===== src/rtl/mod_reduce_seq.sv =====
// mod_reduce_seq: sequential (X * SCALE) mod MOD reducer.
// The operand is consumed MSB-first in CHUNK_W-bit digits by Horner iteration.
// An optional final constant multiply is then applied. One operand is in flight at a time.
module mod_reduce_seq #(
  parameter int MOD     = 241,
  parameter int IN_W    = 400,
  parameter int CHUNK_W = 6,
  parameter int RES_W   = 8,
  parameter int SCALE   = 64
) (
  input  logic               clk,
  input  logic               rst,
  input  logic               in_valid,
  output logic               in_ready,
  input  logic [IN_W-1:0]    in_data,
  input  logic               in_scale_en,
  output logic               out_valid,
  input  logic               out_ready,
  output logic [RES_W-1:0]   out_data,
  output logic               busy
);

  localparam int NSTEP    = (IN_W + CHUNK_W - 1) / CHUNK_W;
  localparam int PAD_W    = NSTEP * CHUNK_W;
  localparam int STEP_W   = $clog2(NSTEP + 1);
  localparam int HORNER_W = RES_W + CHUNK_W + 1;
  localparam int PROD_W   = 2 * RES_W;

  typedef enum logic [1:0] {
    S_IDLE  = 2'd0,
    S_RUN   = 2'd1,
    S_SCALE = 2'd2,
    S_DONE  = 2'd3
  } state_t;

  state_t              state_reg;
  state_t              state_next;
  logic [PAD_W-1:0]    shift_reg;
  logic [RES_W-1:0]    r_reg;
  logic [STEP_W-1:0]   step_reg;
  logic                scale_en_reg;

  logic [CHUNK_W-1:0]  digit;
  logic [HORNER_W-1:0] horner_sum;
  logic [RES_W-1:0]    horner_res;
  logic [RES_W-1:0]    factor;
  logic [PROD_W-1:0]   prod;
  logic [RES_W-1:0]    scale_res;
  logic                last_step;

  // Horner step and final scale arithmetic; both reductions are exact since r < MOD.
  always_comb begin
    digit      = shift_reg[PAD_W-1 -: CHUNK_W];
    horner_sum = (HORNER_W'(r_reg) << CHUNK_W) | HORNER_W'(digit);
    horner_res = RES_W'(horner_sum % HORNER_W'(MOD));
    factor     = scale_en_reg ? RES_W'(SCALE) : RES_W'(1);
    prod       = PROD_W'(r_reg) * PROD_W'(factor);
    scale_res  = RES_W'(prod % PROD_W'(MOD));
    last_step  = (step_reg == STEP_W'(NSTEP - 1));
  end

  // State register; reset overrides every state and drops any operand in flight.
  always_ff @(posedge clk) begin
    if (rst) begin
      state_reg <= S_IDLE;
    end else begin
      state_reg <= state_next;
    end
  end

  // Next-state and handshake outputs. in_ready is masked during reset so nothing is accepted.
  always_comb begin
    state_next = state_reg;
    in_ready   = 1'b0;
    out_valid  = 1'b0;
    busy       = 1'b0;
    out_data   = '0;
    case (state_reg)
      S_IDLE: begin
        in_ready = !rst;
        if (in_valid && !rst) begin
          state_next = S_RUN;
        end
      end
      S_RUN: begin
        busy = 1'b1;
        if (last_step) begin
          state_next = S_SCALE;
        end
      end
      S_SCALE: begin
        busy       = 1'b1;
        state_next = S_DONE;
      end
      S_DONE: begin
        out_valid = 1'b1;
        out_data  = r_reg;
        if (out_ready) begin
          state_next = S_IDLE;
        end
      end
      default: state_next = S_IDLE;
    endcase
  end

  // Datapath: latch operand on accept, shift one digit per RUN cycle, scale once.
  always_ff @(posedge clk) begin
    if (rst) begin
      shift_reg    <= '0;
      r_reg        <= '0;
      step_reg     <= '0;
      scale_en_reg <= 1'b0;
    end else begin
      case (state_reg)
        S_IDLE: begin
          if (in_valid) begin
            shift_reg    <= PAD_W'(in_data);
            scale_en_reg <= in_scale_en;
            r_reg        <= '0;
            step_reg     <= '0;
          end
        end
        S_RUN: begin
          r_reg     <= horner_res;
          shift_reg <= shift_reg << CHUNK_W;
          step_reg  <= step_reg + STEP_W'(1);
        end
        S_SCALE: begin
          r_reg <= scale_res;
        end
        default: begin
        end
      endcase
    end
  end

endmodule


===== config.mk =====
export PLATFORM = sky130hd
export DESIGN_NAME = mod_reduce_seq
export DESIGN_NICKNAME = d
export VERILOG_FILES = /design/src/rtl/mod_reduce_seq.sv
export SDC_FILE = /design/constraint.sdc
export NUM_CORES = 1
export LEC_CHECK = 0
export ABC_AREA = 0
export CAP_MARGIN = 20
export CORE_UTILIZATION = 45
export CTS_BUF_LIST = sky130_fd_sc_hd__clkbuf_16
export CTS_CLUSTER_SIZE = 24
export DETAILED_ROUTE_END_ITERATION = 8
export PLACE_DENSITY_LB_ADDON = 0.08
export SLEW_MARGIN = 20
export SYNTH_ARGS = -nofsm -noshare
export SYNTH_HDL_FRONTEND = slang
export SYNTH_SLANG_ARGS = --single-unit

===== constraint.sdc =====
create_clock -name clk -period 14.5 [get_ports clk]
set_input_delay 2.175 -clock clk [delete_from_list [all_inputs] [get_ports clk]]
set_output_delay 2.175 -clock clk [all_outputs]
set_load 0.005 [all_outputs]

## Yosys cells after proc, flatten, opt, wreduce, memory -nomap -nowiden

Cells that the tools add are included.

| word-level totals | value |
|---|---|
| register bits | 420 |
| latch bits | 0 |
| RAM bits | 0 |
| memory bits (read-only) | 0 |
| input port bits | 405 |
| output and inout port bits | 11 |
| word-level logic and storage cells | 43 |
| memories kept | 0 |

| operators by class | value |
|---|---|
| add/sub/neg operators | 1 |
| $mul | 1 |
| divide/modulo/power cells | 2 |
| magnitude comparators | 0 |
| equal/unequal tests | 8 |
| shifts and indexed selects | 0 |
| multiplexer cells | 15 |
| bitwise gates (word level) | 1 |
| reduce and logical (&&, ||, !) cells | 10 |

Operator list:

| operator | number |
|---|---|
| one-hot mux 402 bit (2 select lines) | 1 |
| two-way mux 402 bit | 1 |
| one-hot mux 8 bit (3 select lines) | 1 |
| remainder unit 16 x 8 -> 16 bit (second input constant) | 1 |
| two-way mux 8 bit | 2 |
| remainder unit 15 x 8 -> 15 bit (second input constant) | 1 |
| multiplier 8 x 7 -> 15 bit | 1 |
| two-way mux 7 bit | 2 |
| OR 14 x 6 -> 14 bit | 1 |
| one-hot mux 7 bit (2 select lines) | 1 |
| != test 2 bit (second input constant) | 4 |
| one-hot mux 2 bit (4 select lines) | 1 |
| adder 7 x 1 -> 7 bit (second input constant) | 1 |
| == test 7 bit (second input constant) | 1 |
| two-way mux 2 bit | 3 |
| AND reduction 2 bit | 3 |
| == test 2 bit (second input constant) | 2 |
| two-way mux 1 bit | 3 |
| AND reduction 3 bit | 1 |
| nonzero test 3 bit | 1 |
| == test 2 x 1 -> 1 bit (second input constant) | 1 |
| zero test 2 bit | 1 |
| nonzero test 2 bit | 1 |
| OR reduction 2 bit | 1 |
| 2 further kinds | 2 |

## Depth between registers and ports, before layout

| logic depth | value |
|---|---|
| depth in word-level cells | 4 |
| gate-level depth with buffers | 35 |
| depth with buffers taken out | 31 |

## Least setup slack after synthesis

No wires, ideal clock.

| path | value |
|---|---|
| kind | register to register |
| start point | reg scale_en_reg |
| end point | reg r_reg[7] |
| setup time | 0.064 ns |
| data arrival time | 7.516 ns |
| data required time | 14.436 ns |
| path slack | 6.920 ns |
| stages on the path, launching flop included | 34 |
| buffers on the path | 4 |
| clock period less this slack | 7.580 ns |
| cell sequence | dfxtp_1 buf_6 buf_6 and2_1 fa_1 nor3b_1 o221ai_2 or2_1 o211ai_2 buf_4 nand2_1 o21ai_0 nand3_1 o211a_2 o31a_1 buf_4 a311oi_1 nor2_1 ha_1 o2111ai_1 o211a_1 nor3b_1 nor2_1 xnor2_1 ha_1 nor4b_1 nand3_1 o31ai_1 or3_4 o41a_1 a2111oi_2 a21oi_2 or4_1 nand4_1 |

| between the ends | value |
|---|---|
| cells in the longest elaborated chain, start to end | 4 |

Ends and longest elaborated chain:

| element | line | RTL |
|---|---|---|
| start, declared | 41 | `logic scale_en_reg;` |
| start signal, assigned | 118 | `scale_en_reg <= in_scale_en;` |
| two-way mux 7 bit | 56 | `factor = scale_en_reg ? RES_W'(SCALE) : RES_W'(1);` |
| multiplier 8 x 7 -> 15 bit | 57 | `prod = PROD_W'(r_reg) * PROD_W'(factor);` |
| remainder unit 16 x 8 -> 16 bit | 58 | `scale_res = RES_W'(prod % PROD_W'(MOD));` |
| one-hot mux 8 bit (3 select lines) | 114 | `case (state_reg)` |
| end signal, assigned | 124 | `r_reg <= horner_res;` |
| end signal, assigned | 129 | `r_reg <= scale_res;` |
| end, declared | 39 | `logic [RES_W-1:0] r_reg;` |

No other way between the ends.
A chain may end at the register's enable or synchronous reset.

## Final worst setup path

| path | value |
|---|---|
| start point | reg scale_en_reg |
| end point | reg r_reg[1] |

The elaborated chain is that of the path after synthesis.

==> summary.md <==
| Metric | Value |
|---|---|
| Status | `completed` |
| Ys Warns | `0` |
| Die width | `218 um` |
| Initial antenna violation count | `27` |
| Share of cells above drive strength 1 | `0.0553` |
| Post-DP Area | `25,200 um2` |
| Final setup viols | `0` |
| Main synth FF type | `dfxtp_1` |
| # IOs | `416` |
| Max reg flops | `402` |
| Pins Over Slew Limit | `0` |
| Internal | `3420 uW` |
| Number of flops mapped to enable cells by yosys | `0` |
| First-pass GRT wire length | `around 93 mm` |
| Pin slew with the least headroom to its limit | `about 1.3 ns` |
| Power density over the cells | `222 nW/um2` |
| Via Count | `17,700` |
| Register area share after synthesis | `0.400` |
| Post-CTS Setup Inserts | `0` |
| Routed wire length | `60.0 mm` |
| Leak Pwr | `just under 0.01 uW` |
| CTS tree | `yes` |
| Async set or reset register ratio after synthesis | `0` |
| Max cap viols | `0` |
| Library cells used by synthesis | `109` |
| Worst vdd ir | `0.000219 V` |
| Fin Hold WS | `0.482 ns` |
| Setup WS pre-CTS | `5.76 ns` |
| Clock Power Share | `0.189` |
| Clock skew | `between 0.02 and 0.03 ns` |
| Met3 usage | `0.0805` |
| Site row count | `roughly 80` |
| Detailed-placement wirelength estimate | `42.2 mm` |
| Placed Cells | `3,119` |
| Mapped cell area | `21,000 um2` |
| Placeable Area | `45,700 um2` |
| Total negative slack | `0 ns` |
| Most frequent cells in the layout | `nor2_1, dfxtp_1, clkdlybuf4s50_1, mux2i_1, a211oi_1` |
| Overall Global Routing Usage | `0.245` |
| # nets final | `approximately 3,000` |
| RSZ-0062 raised after global routing | `false` |
| Crit. End Element | `register` |
| Full die area | `47,500 um2` |
| Psw | `between 2000 and 3000 uW` |
| GR peak layer | `met2` |
| RePlAce Congestion | `approximately 0.82` |
| TritonCTS Buffers | `47` |
| Post-CTS Resized | `0` |
| Comb pwr share | `0.499` |
| Most Frequent Cell on Critical Path | `ha_1` |
| Maximum clock insertion buffer count | `3` |
| Clk root buf | `clkbuf_16` |
| CP Data Required Time | `14.97 ns` |
| Sink Count | `between 400 and 500` |
| Final cell count without fillers | `~3,200` |
| DRT iter0 DRCs | `about 1,100` |
| Initial Util | `0.460` |
| Syn Area/Cell | `a little over 9 um2` |
| WS Path Type | `reg -> reg` |
| Routed Antenna Nets | `0` |
| Crit start category | `register` |
| Final worst slack | `5.63 ns` |
| Max incr delay on CP | `0.69 ns` |
| CP max stage cell | `dfxtp_1` |
| Tcrit/Tclk final | `0.611` |
| Fmax | `around 110 MHz` |
| Register bit count reported by yosys | `420` |
| Seq pwr share | `0.312` |
| Commonest non-fill, non-tap cell in the layout | `nor2_1` |
| Layout area overhead | `27.1%` |
| Sw frac | `0.425` |
| Multi-input gate area | `11,700 um2` |
| Critical path's top delay family | `compound AO/OA/AOI/OAI gates` |
| Htree depth | `2` |
| WP data arrival | `9.33 ns` |
| Final Critical Period | `8.87 ns` |
| Drt pass-1 iters | `4` |
| Rel. slew slack | `0.165` |
| Vias in the first global route | `16,800` |
| Met1 GRT Util | `0.309` |
| Reg clk slew, reported paths | `0.06 ns` |
| Final Hold Viols | `0` |
| Post-route cell area | `26,700 um2` |
| Sequential cell area | `8410 um2` |
| Chip Height | `between 200 and 250 um` |
| M2 GR Usage | `0.389` |
| DRC | `0` |
| Worst Hold Class | `reg -> reg` |
| CP Buf/Inv Count | `0` |
| Gate Count Post-Synth | `between 2,000 and 2,500` |
| Number of port buffers | `415` |
| CTS Hold Bufs | `0` |
| # fillers | `4,180` |
| Worst Path Max Fanout | `19` |
| Largest net degree at the start of global routing | `270` |
| Total grt overflow | `0` |
| Drt wl/cell | `18.6 um` |
| Routed vias/inst | `between 5 and 6` |
| Clock latency on the worst-skew pair | `0.60 ns` |
==> routing by layer <==
metal  share of wire  vias up
li1                -     9070
met1            0.44     8110
met2            0.46      359
met3           0.071      113
met4           0.025       24
met5          0.0025        -
==> per-stage QoR <==
| stage | util | power [uW] |
|---|---|---|
| 6_report | 0.585 | 5940 |
| 5_1_grt | 0.584 | 6390 |
| 4_1_cts | 0.584 | 5960 |
| 3_5_place_dp | 0.552 | 4820 |
| 3_3_place_gp | 0.552 | 4760 |
| 2_1_floorplan | - | 4180 |
==> cell type report <==
| cell class | instances | share of cell area |
|---|---|---|
| multi-input combinational | 1657 | 0.439 |
| sequential | 420 | 0.315 |
| timing repair buffer | 426 | 0.161 |
| clock buffer | 48 | 0.0450 |
| tap | 600 | 0.0281 |
| clock inverter | 38 | 0.00881 |
| inverter | 16 | 0.00225 |
| antenna | 17 | 0.00159 |
==> synthesized netlist by cell type, types with 4 or more instances <==
master    count  area (um2)
nor2_1      436        1640
dfxtp_1     420        8410
mux2i_1     403        4030
a211oi_1    400        3000
clkbuf_1    170         638
nand2_1      48         180
a21oi_1      37         185
nand3_1      25         125
nor3_1       21         105
o21ai_0      19        95.1
xnor2_1      18         158
ha_1         14         175
inv_1        14        52.6
and2_1       12        75.1
nand3b_1     11        82.6
or3_1        11        68.8
buf_6         9         101
o21ai_1       9        45.0
a22oi_1       8        60.1
buf_1         8        30.0
nand4_1       8        50.1
xor2_1        8        70.1
o21a_1        7        52.6
a31oi_1       6        37.5
buf_4         6        45.0
o211ai_1      6        45.0
o31ai_1       6        45.0
a21o_2        5        43.8
and3_1        5        31.3
mux2_2        5        56.3
and3_2        4        30.0
nand2b_1      4        25.0
nor2b_1       4        25.0
nor3b_1       4        30.0
nor4_1        4        25.0
==> path summary, 6_finish.rpt <==
check,cells past startpoint,start,endpoint,slack (ns)
max,28,scale_en_reg,r_reg[1],5.63
max reg2reg,28,scale_en_reg,r_reg[1],5.63
min,2,shift_reg[394],shift_reg[400],0.48
min reg2reg,2,shift_reg[394],shift_reg[400],0.48
==> power groups by stage <==
stage	logic (uW)	clock network [uW]	registers (uW)
3_3_place_gp	2910	0	1860
5_1_grt	3290	1200	1900
6_report	2960	1120	1850
4_1_cts	2960	1150	1850
3_5_place_dp	2950	0	1870
2_1_floorplan	2410	0	1780
==> worst min-delay path, delay by kind of cell, from the launching register on <==
family / cells / cell delay [ns]
DFF: 1 / 0.31
and+or+nand+nor: 1 / 0.06
AOI/OAI and AO/OA: 1 / 0.06
==> cell families (layout without fill, tap and decap cells) <==
group | after synthesis | after routing | share of synthesized area
muxes | 410 | 410 | 0.197
xor gates and xnor gates | 26 | 26 | 0.0108
AOI/OAI and AO/OA | 574 | 574 | 0.208
adders and majority gates | 15 | 15 | 0.00930
DFF | 420 | 420 | 0.400
buffers and inverters | 214 | 528 | 0.0433
other | 1 | 20 | 0.000179
and+or+nand+nor | 629 | 629 | 0.131
Note: power is estimated with default switching activity, not from simulation.
